<file path="src/rtl/execute_mc_if.sv">
// Handshake/bus bundle for the execute stage.
//   slave  : view used by execute_mc (register-read side in, EX/MEM side out)
//   master : view used by whoever drives the stage (upstream + downstream)
// Upstream : in_valid/in_ready, decoded controls, operands, jump offset, dest.
// Downstream: out_valid/out_ready, EX/MEM register contents, clear, flags.
interface execute_mc_if #(
  parameter int D_SIZE = 32,
  parameter int A_SIZE = 10
);
  logic              in_valid;
  logic              in_ready;
  logic              alu_en;
  logic              loadc_en;
  logic              jmp_sel;
  logic              jmpr_sel;
  logic              reg_we_in;
  logic              mem_we_in;
  logic              mem_re_in;
  logic [3:0]        alu_op;
  logic [D_SIZE-1:0] op1;
  logic [D_SIZE-1:0] op2;
  logic [A_SIZE-1:0] jmp_offset_in;
  logic [2:0]        dest_reg_in;

  logic              out_valid;
  logic              out_ready;
  logic [D_SIZE-1:0] result;
  logic [A_SIZE-1:0] addr_mem;
  logic [D_SIZE-1:0] dout_mem;
  logic              reg_we;
  logic              mem_we;
  logic              mem_re;
  logic              load_en;
  logic [2:0]        dest_reg;
  logic              jmp_sel_o;
  logic              jmpr_sel_o;
  logic [A_SIZE-1:0] jmp;
  logic [A_SIZE-1:0] jmp_offset;
  logic              clear;
  logic              flag_z;
  logic              flag_n;
  logic              flag_c;
  logic              flag_v;

  modport slave (
    input  in_valid, alu_en, loadc_en, jmp_sel, jmpr_sel,
           reg_we_in, mem_we_in, mem_re_in, alu_op, op1, op2,
           jmp_offset_in, dest_reg_in, out_ready,
    output in_ready, out_valid, result, addr_mem, dout_mem,
           reg_we, mem_we, mem_re, load_en, dest_reg,
           jmp_sel_o, jmpr_sel_o, jmp, jmp_offset, clear,
           flag_z, flag_n, flag_c, flag_v
  );

  modport master (
    output in_valid, alu_en, loadc_en, jmp_sel, jmpr_sel,
           reg_we_in, mem_we_in, mem_re_in, alu_op, op1, op2,
           jmp_offset_in, dest_reg_in, out_ready,
    input  in_ready, out_valid, result, addr_mem, dout_mem,
           reg_we, mem_we, mem_re, load_en, dest_reg,
           jmp_sel_o, jmpr_sel_o, jmp, jmp_offset, clear,
           flag_z, flag_n, flag_c, flag_v
  );
endinterface

</file>
<file path="src/rtl/execute_mc.sv">
// Execute stage: single-cycle ALU / load-constant / jump ops plus an iterative
// shift-add MUL that stalls upstream for D_SIZE cycles. Results land in a
// registered EX/MEM output with valid/ready handshake.
// Ports:
//   clk, rst : clock, asynchronous active-high reset
//   bus      : execute_mc_if.slave (upstream op + controls in, EX/MEM register,
//              clear pulse and ADDF/SUBF status flags out)
module execute_mc #(
  parameter int D_SIZE = 32,
  parameter int A_SIZE = 10
) (
  input  logic        clk,
  input  logic        rst,
  execute_mc_if.slave bus
);

  localparam int SH_W  = $clog2(D_SIZE);
  localparam int CNT_W = SH_W + 1;

  typedef enum logic [3:0] {
    OP_ADD     = 4'd0,
    OP_ADDF    = 4'd1,
    OP_SUB     = 4'd2,
    OP_SUBF    = 4'd3,
    OP_AND     = 4'd4,
    OP_OR      = 4'd5,
    OP_XOR     = 4'd6,
    OP_NAND    = 4'd7,
    OP_NOR     = 4'd8,
    OP_NXOR    = 4'd9,
    OP_SHIFTR  = 4'd10,
    OP_SHIFTRA = 4'd11,
    OP_SHIFTL  = 4'd12,
    OP_MUL     = 4'd13
  } alu_op_e;

  typedef enum logic {
    S_IDLE,
    S_MUL
  } state_e;

  state_e            state;

  // Multiplier working registers and the fields captured at MUL accept.
  logic [CNT_W-1:0]  mul_cnt;
  logic [D_SIZE-1:0] mul_a;
  logic [D_SIZE-1:0] mul_b;
  logic [D_SIZE-1:0] mul_acc;
  logic [D_SIZE-1:0] mul_step;
  logic [A_SIZE-1:0] m_addr;
  logic [D_SIZE-1:0] m_dout;
  logic              m_reg_we;
  logic              m_mem_we;
  logic              m_mem_re;
  logic [2:0]        m_dest;

  logic              out_free;
  logic              accept;
  logic              jump;
  logic              mul_start;

  logic [D_SIZE:0]   add_x;
  logic [D_SIZE:0]   sub_x;
  logic [SH_W-1:0]   sh;
  logic [D_SIZE-1:0] alu_res;
  logic              alu_flag_upd;
  logic              alu_c;
  logic              alu_v;
  logic [D_SIZE-1:0] sc_result;

  assign out_free     = !bus.out_valid || bus.out_ready;
  assign bus.in_ready = (state == S_IDLE) && out_free;
  assign accept       = bus.in_valid && bus.in_ready;
  assign jump         = bus.jmp_sel || bus.jmpr_sel;
  assign mul_start    = accept && !jump && bus.alu_en &&
                        (alu_op_e'(bus.alu_op) == OP_MUL);
  assign mul_step     = mul_acc + (mul_b[0] ? mul_a : '0);

  // Single-cycle ALU; flags come from the D_SIZE+1 wide sum/difference.
  always_comb begin
    sh           = bus.op2[SH_W-1:0];
    add_x        = {1'b0, bus.op1} + {1'b0, bus.op2};
    sub_x        = {1'b0, bus.op1} - {1'b0, bus.op2};
    alu_res      = '0;
    alu_flag_upd = 1'b0;
    alu_c        = 1'b0;
    alu_v        = 1'b0;
    case (alu_op_e'(bus.alu_op))
      OP_ADD:  alu_res = add_x[D_SIZE-1:0];
      OP_ADDF: begin
        alu_res      = add_x[D_SIZE-1:0];
        alu_flag_upd = 1'b1;
        alu_c        = add_x[D_SIZE];
        alu_v        = (bus.op1[D_SIZE-1] == bus.op2[D_SIZE-1]) &&
                       (add_x[D_SIZE-1] != bus.op1[D_SIZE-1]);
      end
      OP_SUB:  alu_res = sub_x[D_SIZE-1:0];
      OP_SUBF: begin
        alu_res      = sub_x[D_SIZE-1:0];
        alu_flag_upd = 1'b1;
        alu_c        = sub_x[D_SIZE];
        alu_v        = (bus.op1[D_SIZE-1] != bus.op2[D_SIZE-1]) &&
                       (sub_x[D_SIZE-1] != bus.op1[D_SIZE-1]);
      end
      OP_AND:     alu_res = bus.op1 & bus.op2;
      OP_OR:      alu_res = bus.op1 | bus.op2;
      OP_XOR:     alu_res = bus.op1 ^ bus.op2;
      OP_NAND:    alu_res = ~(bus.op1 & bus.op2);
      OP_NOR:     alu_res = ~(bus.op1 | bus.op2);
      OP_NXOR:    alu_res = ~(bus.op1 ^ bus.op2);
      OP_SHIFTR:  alu_res = bus.op1 >> sh;
      OP_SHIFTRA: alu_res = $signed(bus.op1) >>> sh;
      OP_SHIFTL:  alu_res = bus.op1 << sh;
      default:    alu_res = '0;
    endcase

    if (jump)             sc_result = '0;
    else if (bus.alu_en)  sc_result = alu_res;
    else if (bus.loadc_en) sc_result = bus.op1;
    else                  sc_result = '0;
  end

  always_ff @(posedge clk or posedge rst) begin
    if (rst) begin
      state          <= S_IDLE;
      mul_cnt        <= '0;
      mul_a          <= '0;
      mul_b          <= '0;
      mul_acc        <= '0;
      m_addr         <= '0;
      m_dout         <= '0;
      m_reg_we       <= 1'b0;
      m_mem_we       <= 1'b0;
      m_mem_re       <= 1'b0;
      m_dest         <= '0;
      bus.out_valid  <= 1'b0;
      bus.result     <= '0;
      bus.addr_mem   <= '0;
      bus.dout_mem   <= '0;
      bus.reg_we     <= 1'b0;
      bus.mem_we     <= 1'b0;
      bus.mem_re     <= 1'b0;
      bus.load_en    <= 1'b0;
      bus.dest_reg   <= '0;
      bus.jmp_sel_o  <= 1'b0;
      bus.jmpr_sel_o <= 1'b0;
      bus.jmp        <= '0;
      bus.jmp_offset <= '0;
      bus.clear      <= 1'b0;
      bus.flag_z     <= 1'b0;
      bus.flag_n     <= 1'b0;
      bus.flag_c     <= 1'b0;
      bus.flag_v     <= 1'b0;
    end else begin
      bus.clear <= accept && jump;
      // Drain by default; a completion below overrides this.
      if (bus.out_ready) bus.out_valid <= 1'b0;

      case (state)
        S_IDLE: begin
          if (mul_start) begin
            state    <= S_MUL;
            mul_cnt  <= CNT_W'(D_SIZE);
            mul_a    <= bus.op1;
            mul_b    <= bus.op2;
            mul_acc  <= '0;
            m_addr   <= bus.op1[A_SIZE-1:0];
            m_dout   <= bus.op2;
            m_reg_we <= bus.reg_we_in;
            m_mem_we <= bus.mem_we_in;
            m_mem_re <= bus.mem_re_in;
            m_dest   <= bus.dest_reg_in;
          end else if (accept) begin
            bus.out_valid  <= 1'b1;
            bus.result     <= sc_result;
            bus.addr_mem   <= bus.op1[A_SIZE-1:0];
            bus.dout_mem   <= bus.op2;
            bus.reg_we     <= bus.reg_we_in;
            bus.mem_we     <= bus.mem_we_in;
            bus.mem_re     <= bus.mem_re_in;
            bus.load_en    <= bus.mem_re_in;
            bus.dest_reg   <= bus.dest_reg_in;
            bus.jmp_sel_o  <= bus.jmp_sel;
            bus.jmpr_sel_o <= bus.jmpr_sel;
            bus.jmp        <= jump ? bus.op2[A_SIZE-1:0] : '0;
            bus.jmp_offset <= bus.jmp_offset_in;
            if (!jump && bus.alu_en && alu_flag_upd) begin
              bus.flag_z <= (alu_res == '0);
              bus.flag_n <= alu_res[D_SIZE-1];
              bus.flag_c <= alu_c;
              bus.flag_v <= alu_v;
            end
          end
        end

        S_MUL: begin
          if (mul_cnt != CNT_W'(1)) begin
            mul_acc <= mul_step;
            mul_a   <= mul_a << 1;
            mul_b   <= mul_b >> 1;
            mul_cnt <= mul_cnt - CNT_W'(1);
          end else if (out_free) begin
            // Final step folds straight into the output register. If the
            // output is still occupied, hold here so nothing is overwritten.
            state          <= S_IDLE;
            mul_cnt        <= '0;
            bus.out_valid  <= 1'b1;
            bus.result     <= mul_step;
            bus.addr_mem   <= m_addr;
            bus.dout_mem   <= m_dout;
            bus.reg_we     <= m_reg_we;
            bus.mem_we     <= m_mem_we;
            bus.mem_re     <= m_mem_re;
            bus.load_en    <= m_mem_re;
            bus.dest_reg   <= m_dest;
            bus.jmp_sel_o  <= 1'b0;
            bus.jmpr_sel_o <= 1'b0;
            bus.jmp        <= '0;
            bus.jmp_offset <= '0;
          end
        end

        default: state <= S_IDLE;
      endcase
    end
  end

endmodule

</file>
<file path="src/flat_wrapper.sv">
// flat-port wrapper written by rule: the top's interface ports become plain ports
module execute_mc_flat 
#(
  parameter int D_SIZE = 32,
  parameter int A_SIZE = 10
)
  (clk, rst, bus_in_valid, bus_alu_en, bus_loadc_en, bus_jmp_sel, bus_jmpr_sel, bus_reg_we_in, bus_mem_we_in, bus_mem_re_in, bus_alu_op, bus_op1, bus_op2, bus_jmp_offset_in, bus_dest_reg_in, bus_out_ready, bus_in_ready, bus_out_valid, bus_result, bus_addr_mem, bus_dout_mem, bus_reg_we, bus_mem_we, bus_mem_re, bus_load_en, bus_dest_reg, bus_jmp_sel_o, bus_jmpr_sel_o, bus_jmp, bus_jmp_offset, bus_clear, bus_flag_z, bus_flag_n, bus_flag_c, bus_flag_v);
  execute_mc_if #(.D_SIZE(D_SIZE), .A_SIZE(A_SIZE)) bus_i ();
  input  logic clk;
  input  logic rst;
  input wire logic [$bits(bus_i.in_valid)-1:0] bus_in_valid;
  input wire logic [$bits(bus_i.alu_en)-1:0] bus_alu_en;
  input wire logic [$bits(bus_i.loadc_en)-1:0] bus_loadc_en;
  input wire logic [$bits(bus_i.jmp_sel)-1:0] bus_jmp_sel;
  input wire logic [$bits(bus_i.jmpr_sel)-1:0] bus_jmpr_sel;
  input wire logic [$bits(bus_i.reg_we_in)-1:0] bus_reg_we_in;
  input wire logic [$bits(bus_i.mem_we_in)-1:0] bus_mem_we_in;
  input wire logic [$bits(bus_i.mem_re_in)-1:0] bus_mem_re_in;
  input wire logic [$bits(bus_i.alu_op)-1:0] bus_alu_op;
  input wire logic [$bits(bus_i.op1)-1:0] bus_op1;
  input wire logic [$bits(bus_i.op2)-1:0] bus_op2;
  input wire logic [$bits(bus_i.jmp_offset_in)-1:0] bus_jmp_offset_in;
  input wire logic [$bits(bus_i.dest_reg_in)-1:0] bus_dest_reg_in;
  input wire logic [$bits(bus_i.out_ready)-1:0] bus_out_ready;
  output wire logic [$bits(bus_i.in_ready)-1:0] bus_in_ready;
  output wire logic [$bits(bus_i.out_valid)-1:0] bus_out_valid;
  output wire logic [$bits(bus_i.result)-1:0] bus_result;
  output wire logic [$bits(bus_i.addr_mem)-1:0] bus_addr_mem;
  output wire logic [$bits(bus_i.dout_mem)-1:0] bus_dout_mem;
  output wire logic [$bits(bus_i.reg_we)-1:0] bus_reg_we;
  output wire logic [$bits(bus_i.mem_we)-1:0] bus_mem_we;
  output wire logic [$bits(bus_i.mem_re)-1:0] bus_mem_re;
  output wire logic [$bits(bus_i.load_en)-1:0] bus_load_en;
  output wire logic [$bits(bus_i.dest_reg)-1:0] bus_dest_reg;
  output wire logic [$bits(bus_i.jmp_sel_o)-1:0] bus_jmp_sel_o;
  output wire logic [$bits(bus_i.jmpr_sel_o)-1:0] bus_jmpr_sel_o;
  output wire logic [$bits(bus_i.jmp)-1:0] bus_jmp;
  output wire logic [$bits(bus_i.jmp_offset)-1:0] bus_jmp_offset;
  output wire logic [$bits(bus_i.clear)-1:0] bus_clear;
  output wire logic [$bits(bus_i.flag_z)-1:0] bus_flag_z;
  output wire logic [$bits(bus_i.flag_n)-1:0] bus_flag_n;
  output wire logic [$bits(bus_i.flag_c)-1:0] bus_flag_c;
  output wire logic [$bits(bus_i.flag_v)-1:0] bus_flag_v;
  assign bus_i.in_valid = bus_in_valid;
  assign bus_i.alu_en = bus_alu_en;
  assign bus_i.loadc_en = bus_loadc_en;
  assign bus_i.jmp_sel = bus_jmp_sel;
  assign bus_i.jmpr_sel = bus_jmpr_sel;
  assign bus_i.reg_we_in = bus_reg_we_in;
  assign bus_i.mem_we_in = bus_mem_we_in;
  assign bus_i.mem_re_in = bus_mem_re_in;
  assign bus_i.alu_op = bus_alu_op;
  assign bus_i.op1 = bus_op1;
  assign bus_i.op2 = bus_op2;
  assign bus_i.jmp_offset_in = bus_jmp_offset_in;
  assign bus_i.dest_reg_in = bus_dest_reg_in;
  assign bus_i.out_ready = bus_out_ready;
  assign bus_in_ready = bus_i.in_ready;
  assign bus_out_valid = bus_i.out_valid;
  assign bus_result = bus_i.result;
  assign bus_addr_mem = bus_i.addr_mem;
  assign bus_dout_mem = bus_i.dout_mem;
  assign bus_reg_we = bus_i.reg_we;
  assign bus_mem_we = bus_i.mem_we;
  assign bus_mem_re = bus_i.mem_re;
  assign bus_load_en = bus_i.load_en;
  assign bus_dest_reg = bus_i.dest_reg;
  assign bus_jmp_sel_o = bus_i.jmp_sel_o;
  assign bus_jmpr_sel_o = bus_i.jmpr_sel_o;
  assign bus_jmp = bus_i.jmp;
  assign bus_jmp_offset = bus_i.jmp_offset;
  assign bus_clear = bus_i.clear;
  assign bus_flag_z = bus_i.flag_z;
  assign bus_flag_n = bus_i.flag_n;
  assign bus_flag_c = bus_i.flag_c;
  assign bus_flag_v = bus_i.flag_v;
  execute_mc #(.D_SIZE(D_SIZE), .A_SIZE(A_SIZE)) u_core (.clk(clk), .rst(rst), .bus(bus_i));
endmodule
</file>
<file path="config.mk">
export PLATFORM = sky130hd
export DESIGN_NAME = execute_mc_flat
export DESIGN_NICKNAME = d
export VERILOG_FILES = /design/src/rtl/execute_mc_if.sv /design/src/rtl/execute_mc.sv /design/src/flat_wrapper.sv
export SDC_FILE = /design/constraint.sdc
export NUM_CORES = 1
export LEC_CHECK = 0
export CAP_MARGIN = 25
export CORE_MARGIN = 2
export CORE_UTILIZATION = 65
export DETAILED_ROUTE_END_ITERATION = 10
export GPL_TIMING_DRIVEN = 0
export PLACE_DENSITY = 0.95
export SYNTH_ARGS = -nofsm -noshare
export SYNTH_HDL_FRONTEND = slang
export SYNTH_SLANG_ARGS = --single-unit
</file>
<file path="constraint.sdc">
create_clock -name clk -period 14.3 [get_ports clk]
set_input_delay 2.86 -clock clk [delete_from_list [all_inputs] [get_ports clk]]
set_output_delay 2.86 -clock clk [all_outputs]
set_load 0.01 [all_outputs]
</file>
==> results of run 1 <==
==> cells in the mapped netlist (7+ instances only) <==
cell type | number | area (um2)
xnor2_1 | 29 | 254
o31ai_1 | 12 | 90.1
dfrtp_1 | 259 | 6480
buf_4 | 12 | 90.1
nand2_1 | 426 | 1600
or2_2 | 9 | 56.3
a22oi_1 | 29 | 218
inv_1 | 103 | 387
a221oi_1 | 25 | 219
mux2_2 | 70 | 788
a221o_1 | 9 | 90.1
mux4_2 | 54 | 1220
a21o_1 | 33 | 248
or3_1 | 15 | 93.8
o21ai_1 | 7 | 35.0
and3_1 | 10 | 62.6
o221ai_1 | 16 | 140
nor3_1 | 51 | 255
a211oi_1 | 28 | 210
o41ai_1 | 11 | 96.3
nand2b_1 | 33 | 206
o21ai_0 | 272 | 1360
clkbuf_1 | 161 | 604
o211ai_1 | 33 | 248
a21oi_1 | 227 | 1140
a2111oi_0 | 8 | 70.1
o22ai_1 | 48 | 300
buf_1 | 25 | 93.8
nor4_1 | 17 | 106
a31oi_1 | 40 | 250
o21a_1 | 13 | 97.6
xor2_1 | 11 | 96.3
ha_1 | 138 | 1730
o21bai_1 | 12 | 90.1
nor2_1 | 208 | 781
o2111ai_1 | 7 | 61.3
buf_2 | 43 | 215
nand3b_1 | 10 | 75.1
nand3_1 | 52 | 260
nor2b_1 | 23 | 144
and2_1 | 42 | 263
nand4_1 | 15 | 93.8
mux2i_1 | 112 | 1120
a211o_1 | 11 | 96.3
==> per-stage QoR <==
| step | area, um2 | setup slack [ps] |
|---|---|---|
| detailed placement | 26000 | 5280 |
| floorplan | 23400 | 4310 |
| global placement | 25900 | 1650 |
| CTS | 27000 | 5860 |
==> routing by layer <==
| metal | track usage (%) | GRT overflow |
|---|---|---|
| met5 | 19.9 | 0 |
| met2 | 76.4 | 4 |
| met1 | 59.0 | 0 |
| met4 | 49.5 | 2 |
| met3 | 43.8 | 1 |
==> cell families after synthesis <==
kind of cell / share of synthesized area, %
and+or+nand+nor: 18.4
AOI/OAI and AO/OA: 24.9
buffers and inverters: 6.38
DFF: 27.7
muxes: 13.5
adders and majority gates: 7.65
xor gates and xnor gates: 1.50
==> impl_results.md, run 1 <==
* Status: aborted with a tool error
* Exit stage: global routing
* Tool Error: [ERROR GRT-0116] Global routing finished with congestion. Check the congestion regions in the DRC Viewer.
* Seq cells post-synth at 259
* Post-synthesis net count at 3128
* CTS Root Cell: clkbuf_16
* Placed insts at 3559
* Clk sinks at 259
* Top-level port count at 202
* Postcts setup bufs at 0
* H-tree Lvls at 1
* Grt total ovfl at 7
* CTS Buf Count at 29
* Syn. warnings at 0
* Die Y at 194 um
* Routability Congestion at 1.61
* CTS Buffer Depth at 3
* Hpwl dp at 75.7 mm
* Mapped Area at 23400 um2
* Vias in the first global route at 29.2k
* Die W at 194 um
* Post-synth EDFFs at 0
* Initial Util at 65.8%
* Port Buffer Count at 199
* Hold_buf cts at 0
* First-pass GRT wire length at 169 mm
* Post-Syn Area per Cell at 8.07 um2
* Synth Instances at 2895
* Synth cell types at 91
* Num rows at 69
* Asr flop ratio synth at 100%
* Top FF cell, synth: dfrtp_1
* GRT Total Usage at 58.2%
* Largest net degree at the start of global routing at 131
* Sequential area share after synthesis at 27.7%
* Resized cells post-CTS at 0
==> run 2: changes to the inputs <==
--- a/config.mk
+++ b/config.mk
@@ -7,10 +7,10 @@
 export LEC_CHECK = 0
 export CAP_MARGIN = 25
 export CORE_MARGIN = 2
-export CORE_UTILIZATION = 65
+export CORE_UTILIZATION = 40
 export DETAILED_ROUTE_END_ITERATION = 10
 export GPL_TIMING_DRIVEN = 0
-export PLACE_DENSITY = 0.95
+export PLACE_DENSITY_LB_ADDON = 0.15
 export SYNTH_ARGS = -nofsm -noshare
 export SYNTH_HDL_FRONTEND = slang
 export SYNTH_SLANG_ARGS = --single-unit
==> impl_results.md, run 2 <==
* Fill count at 5726
* CTS Buf Count at 31 (was 29)
* Area occupied by multi-input gates at 15400 um2
* RSZ-0062 raised after global routing: no
* Post-route insts no fill at 3936
* Port Buffer Count at 199 (unchanged)
* Initial antenna violation count at 3
* Adder-Cell Fraction of Synth Area at 7.65% (unchanged)
* Antenna Violating Nets Remaining at 0
* Setup Total Neg Slack at 0 ps
* Final Max Slew Viols at 0
* Via count at 25.5k
* Hold WC Path Type: reg -> reg
* GRT Total Usage at 39.6%
* Period utilization at 67.3%
* Synth cell types at 91 (unchanged)
* Max cap viols at 0
* Max rail drop VDD at 116 uV
* Slew margin rel. at 17.8%
* Core area at 57700 um2
* Die Y at 246 um (was 194 um)
* Worst EP required at 14870 ps
* Detailed Route WL at 122 mm
* CTS Root Cell: clkbuf_16 (unchanged)
* Status: complete, no violations (was aborted with a tool error)
* Top post-synthesis cells by count: 426 x nand2_1, 272 x o21ai_0, 259 x dfrtp_1 (unchanged)
* Vias in the first global route at 24.8k
* Initial Util at 40.5% (was 65.8%)
* Post-route DRC at 0
* Crit path max fanout at 11
* Post-synth top area cell: dfrtp_1 (unchanged)
* Post-Syn Area per Cell at 8.07 um2 (unchanged)
* Hold_buf cts at 0 (unchanged)
* Largest net degree at the start of global routing at 121
* Postcts setup bufs at 0 (unchanged)
* Crit path time final at 9620 ps
* Synth Instances at 2895 (unchanged)
* CP endpoint kind: register
* Full die area at 60400 um2
* Synth Area in XOR/XNOR at 1.50% (unchanged)
* Leak at 0.0119 uW
* Setup violators final at 0
* Most frequent cells in the layout: 426 x nand2_1, 272 x o21ai_0, 259 x dfrtp_1
* Synth top area share at 27.7% (unchanged)
* Clk sinks at 259 (unchanged)
* Post-synth EDFFs at 0 (unchanged)
* WL per Instance at 31.0 um
* Worst Tran Pin Value at 1220 ps
* R2R depth at 12
* Clock Skew at 27.6 ps
* Hold Slack at 475 ps
* Largest cells by area after synthesis: dfrtp_1 28%, ha_1 7.4%, nand2_1 6.8%, o21ai_0 5.8%, mux4_2 5.2% (unchanged)
* Via/cell ratio at 6.48
* Clock-pin slew on the worst setup and hold paths at 60 ps
* Top FF cell, synth: dfrtp_1 (unchanged)
* Post-synthesis compound-gate area fraction at 24.9% (unchanged)
* First-pass GRT wire length at 174 mm
* Post-synthesis mux area share at 13.5% (unchanged)
* Area grow syn2layout at 18.5%
* Setup CP Type: in -> reg
* H-tree Lvls at 1 (unchanged)
* Design area at 27700 um2
* Startpoint types: primary input
* Seq cells post-synth at 259 (unchanged)
* Final hold violations at 0
* Top-level port count at 202 (unchanged)
* Sequential cell area at 6480 um2
* Hold Path Cell Cnt at 2
* Routability Congestion at 1.08 (was 1.61)
* Power Dens Cells at 133 nW/um2
* Final Net Count at 3378
* Largest family of logic cells by synthesized area: compound AO/OA/AOI/OAI gates (unchanged)
* Arr. time, crit path at 10190 ps
* CTS tree: done
* Mapped Area at 23400 um2 (unchanged)
* Hpwl dp at 98.3 mm (was 75.7 mm)
* Sequential area share after synthesis at 27.7% (unchanged)
* CTS Buffer Depth at 3 (unchanged)
* Asr flop ratio synth at 100% (unchanged)
* FMAX at 0.104 GHz
* Most common cell in the netlist: nand2_1 (unchanged)
* Worst skew pair latency at 640 ps
* Placed insts at 3876 (was 3559)
* Resized cells post-CTS at 0 (unchanged)
* Die W at 246 um (was 194 um)
* Share of layout cells above drive strength 1 at 9.12%
* Placement-stage cell area at 26600 um2 (was 26000 um2)
* Num rows at 88 (was 69)
* Syn. warnings at 0 (unchanged)
* Detailed Routing Iterations Pass 1 at 6
* DR iter-0 viols at 2899
* Commonest non-fill, non-tap cell in the layout: nand2_1
* Post-synthesis net count at 3128 (unchanged)
* Synth Area in Simple Gates at 18.4% (unchanged)
* Grt total ovfl at 0
[run 2: final timing paths]
kind                                                      from                            end  slack (ps)
worst max-delay path                                bus_op2[2]  u_core.bus.flag_z$_DFFE_PP0P_        4680
worst min-delay path             u_core.bus.jmp[0]$_DFFE_PP0P_  u_core.bus.jmp[0]$_DFFE_PP0P_         480
worst max register to register  u_core.bus.out_valid$_DFF_PP0_  u_core.bus.jmp[9]$_DFFE_PP0P_        9660
worst min register to register   u_core.bus.jmp[0]$_DFFE_PP0P_  u_core.bus.jmp[0]$_DFFE_PP0P_         480
max in group asynchronous                                  rst   u_core.mul_b[29]$_DFFE_PP0P_       10720
min in group asynchronous                                  rst    u_core.m_mem_we$_DFFE_PP0P_        2620
[run 2: cell type report]
| type | instances | share of cell area [%] |
|---|---|---|
| diodes | 3 | 0.0271 |
| plain buffers | 248 | 3.94 |
| clock buffers | 42 | 3.20 |
| clock inverters | 14 | 0.687 |
| inverters | 107 | 1.48 |
| multi-input cells | 2281 | 55.6 |
| flip-flops and latches | 259 | 23.4 |
| well taps | 765 | 3.46 |
| repair buffers | 217 | 8.17 |
[run 2: worst max-delay path, cell delays in order]
cell and delay [ps]:
clkdlybuf4s50_1 480, buf_2 220, buf_2 240, inv_2 310, buf_1 570, clkbuf_1 680
ha_1 350, buf_2 180, a211oi_1 310, o21ai_0 220, a211oi_1 660, o31ai_1 440
a221o_1 400, a21oi_1 690, nand4b_1 290, nor4b_2 420, nand3_1 220, nor4_2 380
a32o_2 230
[run 2: report_power, final]
| group | switching [uW] | leakage, uW | total (uW) | internal [uW] |
|---|---|---|---|---|
| clock | 340 | 0.000531 | 845 | 504 |
| combinational | 1020 | 0.00808 | 1700 | 673 |
| sequential | 155 | 0.00334 | 1130 | 980 |
[run 2: cells by family after synthesis]
kind of cell | Yosys count
XOR/XNOR | 40
buffers and inverters | 355
AND/OR/NAND/NOR | 944
flip-flops | 259
multiplexers | 238
adder cells (fa/ha/maj) | 141
AO/OA/AOI/OAI | 918
[run 2: metal layers]
metal	track usage, %	share of wire, %
met5	0	0
met4	24.0	7.3
met3	8.45	9.5
met2	60.9	43
met1	51.0	40
[run 2: per-stage QoR]
step	util, %	worst slack, ps	power (uW)
6_report	48.0	4680	3670
5_1_grt	48.0	4650	3870
4_1_cts	47.9	4900	3650
3_5_place_dp	46.1	4280	2800
3_3_place_gp	45.6	963	2750
2_1_floorplan	-	4310	1990
Power figures use the tool's default switching activity.
